===== src/rtl/message_stream_splitter.sv =====
// rtl/message_stream_splitter.sv - delimits the merged message stream into header-tagged payload packets
// Optional statistics counters are enabled with `define MESSAGE_SPLITTER_STATS_EN.
module message_stream_splitter #(
   parameter int WIDTH                 = 32,
   parameter int MAX_PACKET_LENGTH     = 100,
   parameter int LOG_MAX_PACKET_LENGTH = 7
) (
   input  logic                             clk,
   input  logic                             rst_n,
   input  logic [WIDTH-1:0]                 in_data,
   input  logic                             in_nd,
   output logic [WIDTH-1:0]                 out_data,
   output logic                             out_nd,
   output logic                             out_first,
   output logic                             out_last,
   output logic [LOG_MAX_PACKET_LENGTH-1:0] out_length,
   output logic                             header_nd,
   output logic                             error
`ifdef MESSAGE_SPLITTER_STATS_EN
   ,
   output logic [15:0]                      packet_count,
   output logic [15:0]                      error_count
`endif
);

   localparam logic [LOG_MAX_PACKET_LENGTH-1:0] MAX_LEN = LOG_MAX_PACKET_LENGTH'(MAX_PACKET_LENGTH);
   localparam logic [LOG_MAX_PACKET_LENGTH-1:0] ONE     = LOG_MAX_PACKET_LENGTH'(1);

   typedef enum logic {
      IDLE    = 1'b0,
      PAYLOAD = 1'b1
   } state_t;

   state_t                           state;
   logic [LOG_MAX_PACKET_LENGTH-1:0] count;

   logic                             is_header;
   logic [LOG_MAX_PACKET_LENGTH-1:0] hdr_len;
   logic                             hdr_ok;

   // Only the flag bit and the length field of a header word carry meaning.
   assign is_header = in_data[WIDTH-1];
   assign hdr_len   = in_data[LOG_MAX_PACKET_LENGTH-1:0];
   assign hdr_ok    = is_header && (hdr_len <= MAX_LEN);

   // Packet delimiting FSM; pulse outputs default low and hold for exactly one accepted word.
   always_ff @(posedge clk or negedge rst_n) begin
      if (!rst_n) begin
         state      <= IDLE;
         count      <= '0;
         out_data   <= '0;
         out_nd     <= 1'b0;
         out_first  <= 1'b0;
         out_last   <= 1'b0;
         out_length <= '0;
         header_nd  <= 1'b0;
         error      <= 1'b0;
      end else begin
         out_nd    <= 1'b0;
         out_first <= 1'b0;
         out_last  <= 1'b0;
         header_nd <= 1'b0;
         error     <= 1'b0;
         if (in_nd) begin
            case (state)
               IDLE: begin
                  if (hdr_ok) begin
                     header_nd  <= 1'b1;
                     out_length <= hdr_len;
                     count      <= hdr_len;
                     // A zero-length header is a complete packet on its own.
                     if (hdr_len != '0) begin
                        state <= PAYLOAD;
                     end
                  end else begin
                     // Stray payload word or oversize header: drop it and wait for a header.
                     error <= 1'b1;
                  end
               end
               PAYLOAD: begin
                  // Inside a packet the header flag bit is ordinary payload data.
                  out_data  <= in_data;
                  out_nd    <= 1'b1;
                  out_first <= (count == out_length);
                  out_last  <= (count == ONE);
                  count     <= count - ONE;
                  if (count == ONE) begin
                     state <= IDLE;
                  end
               end
               default: state <= IDLE;
            endcase
         end
      end
   end

`ifdef MESSAGE_SPLITTER_STATS_EN
   logic pkt_evt;
   logic err_evt;

   // Completed packets: last payload word, or a zero-length header.
   assign pkt_evt = in_nd && (((state == PAYLOAD) && (count == ONE)) ||
                              ((state == IDLE) && hdr_ok && (hdr_len == '0)));
   assign err_evt = in_nd && (state == IDLE) && !hdr_ok;

   // Saturating statistics counters, updated alongside the pulses they count.
   always_ff @(posedge clk or negedge rst_n) begin
      if (!rst_n) begin
         packet_count <= '0;
         error_count  <= '0;
      end else begin
         if (pkt_evt && (packet_count != 16'hFFFF)) begin
            packet_count <= packet_count + 16'd1;
         end
         if (err_evt && (error_count != 16'hFFFF)) begin
            error_count <= error_count + 16'd1;
         end
      end
   end
`endif

endmodule


===== config.mk =====
export PLATFORM = sky130hd
export DESIGN_NAME = message_stream_splitter
export DESIGN_NICKNAME = d
export VERILOG_FILES = /design/src/rtl/message_stream_splitter.sv
export SDC_FILE = /design/constraint.sdc
export NUM_CORES = 1
export LEC_CHECK = 0
export CORE_MARGIN = 8
export CORE_UTILIZATION = 40
export CTS_CLUSTER_DIAMETER = 60
export CTS_CLUSTER_SIZE = 28
export DETAILED_ROUTE_END_ITERATION = 6
export HOLD_SLACK_MARGIN = 0.02
export PLACE_DENSITY_LB_ADDON = 0.08
export SKIP_LAST_GASP = 1
export SLEW_MARGIN = 20
export SYNTH_ARGS = -nofsm -noshare
export SYNTH_HDL_FRONTEND = slang
export SYNTH_SLANG_ARGS = --single-unit

===== constraint.sdc =====
create_clock -name clk -period 1.29 [get_ports clk]
set_input_delay 0.129 -clock clk [delete_from_list [all_inputs] [get_ports clk]]
set_output_delay 0.129 -clock clk [all_outputs]
set_load 0.05 [all_outputs]

==> results.py <==
metrics = {
    "synthesis": {
        "yosysWarnings": 0,
        "synth_top_area_cell": "dfrtp_1",
        "ys_types": 34,
        "syn-mean-instance-area_um2": 13.6,
        "syn_nets": 203,
        "synth_area_leaders": "dfrtp_1 (58%), mux2_2 (19%), xnor2_1 (2.3%)",
        "yosys.area.top_type_share_pct": 57.6,
        "syn-cell-area_mm2": 0.00226,
        "synth_cells": 166,
        "synth-seq-cells": 52,
        "ys_seq_area_share_pct": 57.6,
    },
    "sta": {
        "postLayoutSetupSlackWorst_ns": 0.00304,
        "post-route-period-util_pct": 99.8,
        "hold_viol_final": 0,
        "skew_ns": 0.00443,
        "rsz0062_at_grt": "true",
        "tightest_slew_ns": 0.361,
        "setup_viol": 0,
        "slew_headroom_pct": 75.9,
        "finalWorstPathRequiredPeriod_ns": 1.29,
        "max_clock_freq_mhz": 777,
        "finalMaxSlewViolations": 0,
    },
    "job": {
        "maxCapViolCount": 0,
    },
    "grt": {
        "grtUsageTotal_pct": 15.0,
        "grt_max_degree": 53,
        "grt_pass1_vias": 1974,
        "antenna_found_initial": 0,
        "grt_first_pass_wirelength_mm": 9.99,
        "grt-ovfl-total": 0,
    },
    "routing": {
        "wire_per_inst_um": 17.3,
        "wirelength_mm": 6.16,
        "first_pass_iters": 4,
        "drc_errors": 0,
        "vias_per_cell": 5.02,
        "drt-initial-drc-count": 77,
        "via_count": 1787,
        "ant_nets": 0,
    },
    "clocking": {
        "cts_inserted_buffers": 5,
        "clockBufferDepth": 2,
        "cts.sinks": 52,
        "cts_tree": "done",
        "path_clk_slew_ns": 0.09,
        "root_buffer": "clkbuf_8",
        "clk_latency_ns": 0.30,
        "htree_num_levels": 2,
    },
    "floorplanning": {
        "die_h_um": 91.1,
        "die_width_um": 91.1,
        "dieArea_mm2": 0.00830,
        "fp-row-count": 27,
        "initial_core_util_pct": 41.2,
        "io_pins": 79,
        "fp.coreArea_mm2": 0.00547,
    },
    "min_path": {
        "hold_end": "out_data[5]",
        "whs_path_depth": 3,
        "hold_class": "in -> reg",
        "hp-start": "in_data[5]",
    },
    "setup_path": {
        "worstSetupPathType": "reg -> reg",
        "r2r_setup_slack_ns": 0.003,
        "r2r_start": "count[0]",
        "path_delay_family": "flip-flops",
        "cp.required_ns": 1.48,
        "startpoint_type": "flip-flop",
        "r2r-end": "count[4]",
        "crit_path_max_fanout": 4,
        "rr_worst_depth": 5,
        "path_cells": "inv_2 > ha_4 > nor3b_4 > a31oi_1 > o22a_2",
        "critPathSlowestCell": "dfrtp_2",
        "arrival_ns": 1.48,
        "path_buf_inv": 1,
        "max_stage_delay_ns": 0.46,
        "crit_path_end_kind": "flip-flop",
        "crit_cells": 5,
    },
    "run_status": {
        "status": "completed",
    },
    "pwr": {
        "combPwrFrac_pct": 53.4,
        "p_int_uw": 4390,
        "ir_drop_mv": 1.07,
        "p_sw_share_pct": 38.0,
        "p_per_area_mw_per_mm2": 1730,
        "leakage_uw": 0.00181,
        "seqPwrFrac_pct": 34.4,
        "switching_power_uw": 2690,
        "clkPwrFrac_pct": 12.1,
    },
    "placement": {
        "post_dp_cell_area_mm2": 0.00379,
        "dp_slack_ns": -0.476,
        "portBuffers": 78,
        "dp_hpwl_mm": 4.61,
        "gp_congestion": 0.816,
    },
    "finish": {
        "fin_nets": 321,
        "n_antenna_cell": 0,
        "final_area_mm2": 0.00409,
        "drive_above_1_share_pct": 54.6,
        "synthToLayoutAreaGrowth_pct": 81.1,
    },
}
-- stage by stage --
| stage | util (%) | setup TNS, ns | instances | total power (uW) | hold WS (ns) |
|---|---|---|---|---|---|
| after global placement | 69.3 | -16.04 | 340 | 5810 | 0.141 |
| final | 74.7 | 0 | 356 | 7080 | 0.229 |
| after global routing | 74.7 | -0.165 | 356 | 7410 | 0.260 |
| after detailed placement | 69.3 | -16.44 | 340 | 5880 | 0.141 |
| after floorplan | - | 0 | 166 | 3980 | -0.167 |
| after CTS | 72.7 | 0 | 354 | 6890 | 0.343 |
-- routing by layer --
| layer | wire length, um | part of all wire [%] | track usage [%] | up-vias |
|---|---|---|---|---|
| met5 | 0 | 0 | 0 | - |
| met4 | 145 | 2.4 | 4.50 | 0 |
| met3 | 429 | 7.0 | 5.84 | 12 |
| met2 | 3170 | 52 | 26.4 | 56 |
| met1 | 2410 | 39 | 16.4 | 876 |
| li1 | - | - | - | 843 |
-- registers in the layout (all words and copies together), names as in the netlist --
name	cells
out_length	7
state	1
out_data	32
out_first	1
out_nd	1
out_last	1
header_nd	1
count	7
error	1
-- area by class of cell --
type,instances,area [um2]
clock inverter,1,5.00
sequential,52,1300
tap,72,90.1
fill,371,1390
inverter,5,18.8
multi-input combinational,104,1050
clock buffer,6,72.6
timing repair buffer,116,1550
-- cell usage in the layout, fill, tap and decap left out, types with 4 or more instances in the layout --
cell type / n
mux2_2: 33
a31oi_1: 4
mux2_4: 5
buf_12: 46
buf_6: 4
buf_4: 30
dlygate4sd2_1: 7
o22a_2: 4
nand2_1: 7
clkdlybuf4s50_1: 24
nor2_1: 7
dfrtp_1: 50
clkbuf_8: 5
-- power groups by stage --
stage	combinational, uW	sequential (uW)	clock [uW]
2_1_floorplan	766	3220	0
3_3_place_gp	3420	2390	0
3_5_place_dp	3470	2420	0
4_1_cts	3610	2390	896
5_1_grt	3980	2480	943
6_report	3780	2440	860
-- Yosys cell counts --
cell type,instances
clkbuf_1,1
inv_1,5
a21oi_1,3
nand4bb_1,1
nor2b_1,3
xnor2_1,6
mux2i_1,3
o22a_2,5
or3b_4,1
dfrtp_1,52
a31oi_1,4
a211oi_1,1
a21oi_2,1
and2_1,1
buf_2,4
nand2_1,8
buf_1,1
nor3b_1,2
mux2_2,38
ha_1,2
a41oi_1,1
a22oi_1,1
o21ai_0,1
nor2_1,7
xor2_1,1
nand4_1,1
o22ai_4,1
nor3_1,3
a221o_1,1
nor2_8,1
o21a_1,1
and4bb_2,1
nor4_1,3
o32ai_1,1
-- worst register-to-register path, stage by stage, from the launching register on --
cell     delay, ns
dfrtp_2       0.46
inv_2         0.08
ha_4          0.13
nor3b_4       0.18
a31oi_1       0.11
o22a_2        0.23
-- what timing repair did --
item / in CTS / in global routing
cloned: 1 / 0
resized for setup: 18 / 23
pin swaps: 10 / 10
setup buffers: 5 / 2
hold buffers: 1 / 0
endpoints found under the setup margin: 29 / 40
hold endpoints to repair: 52 / 0
-- cell families after synthesis --
kind of cell               count (synthesis)  synth area share [%]
AOI/OAI and AO/OA                         21                  7.71
xor gates and xnor gates                   7                  2.72
adders and majority gates                  2                  1.11
buffers and inverters                     11                  2.05
DFF                                       52                  57.6
muxes                                     41                  20.3
and+or+nand+nor                           32                  8.48
-- worst max path at each step --
stage | start | end | slack [ns]
after floorplan | count[0] | count[4] | 0.03
after global placement | in_data[3] | out_length[0] | -0.43
after detailed placement | in_data[3] | out_length[2] | -0.48
after CTS | in_data[5] | out_length[2] | 0.004
after global routing | count[0] | count[4] | -0.05
final | count[0] | count[4] | 0.003
(Power assumes the default switching activity.)
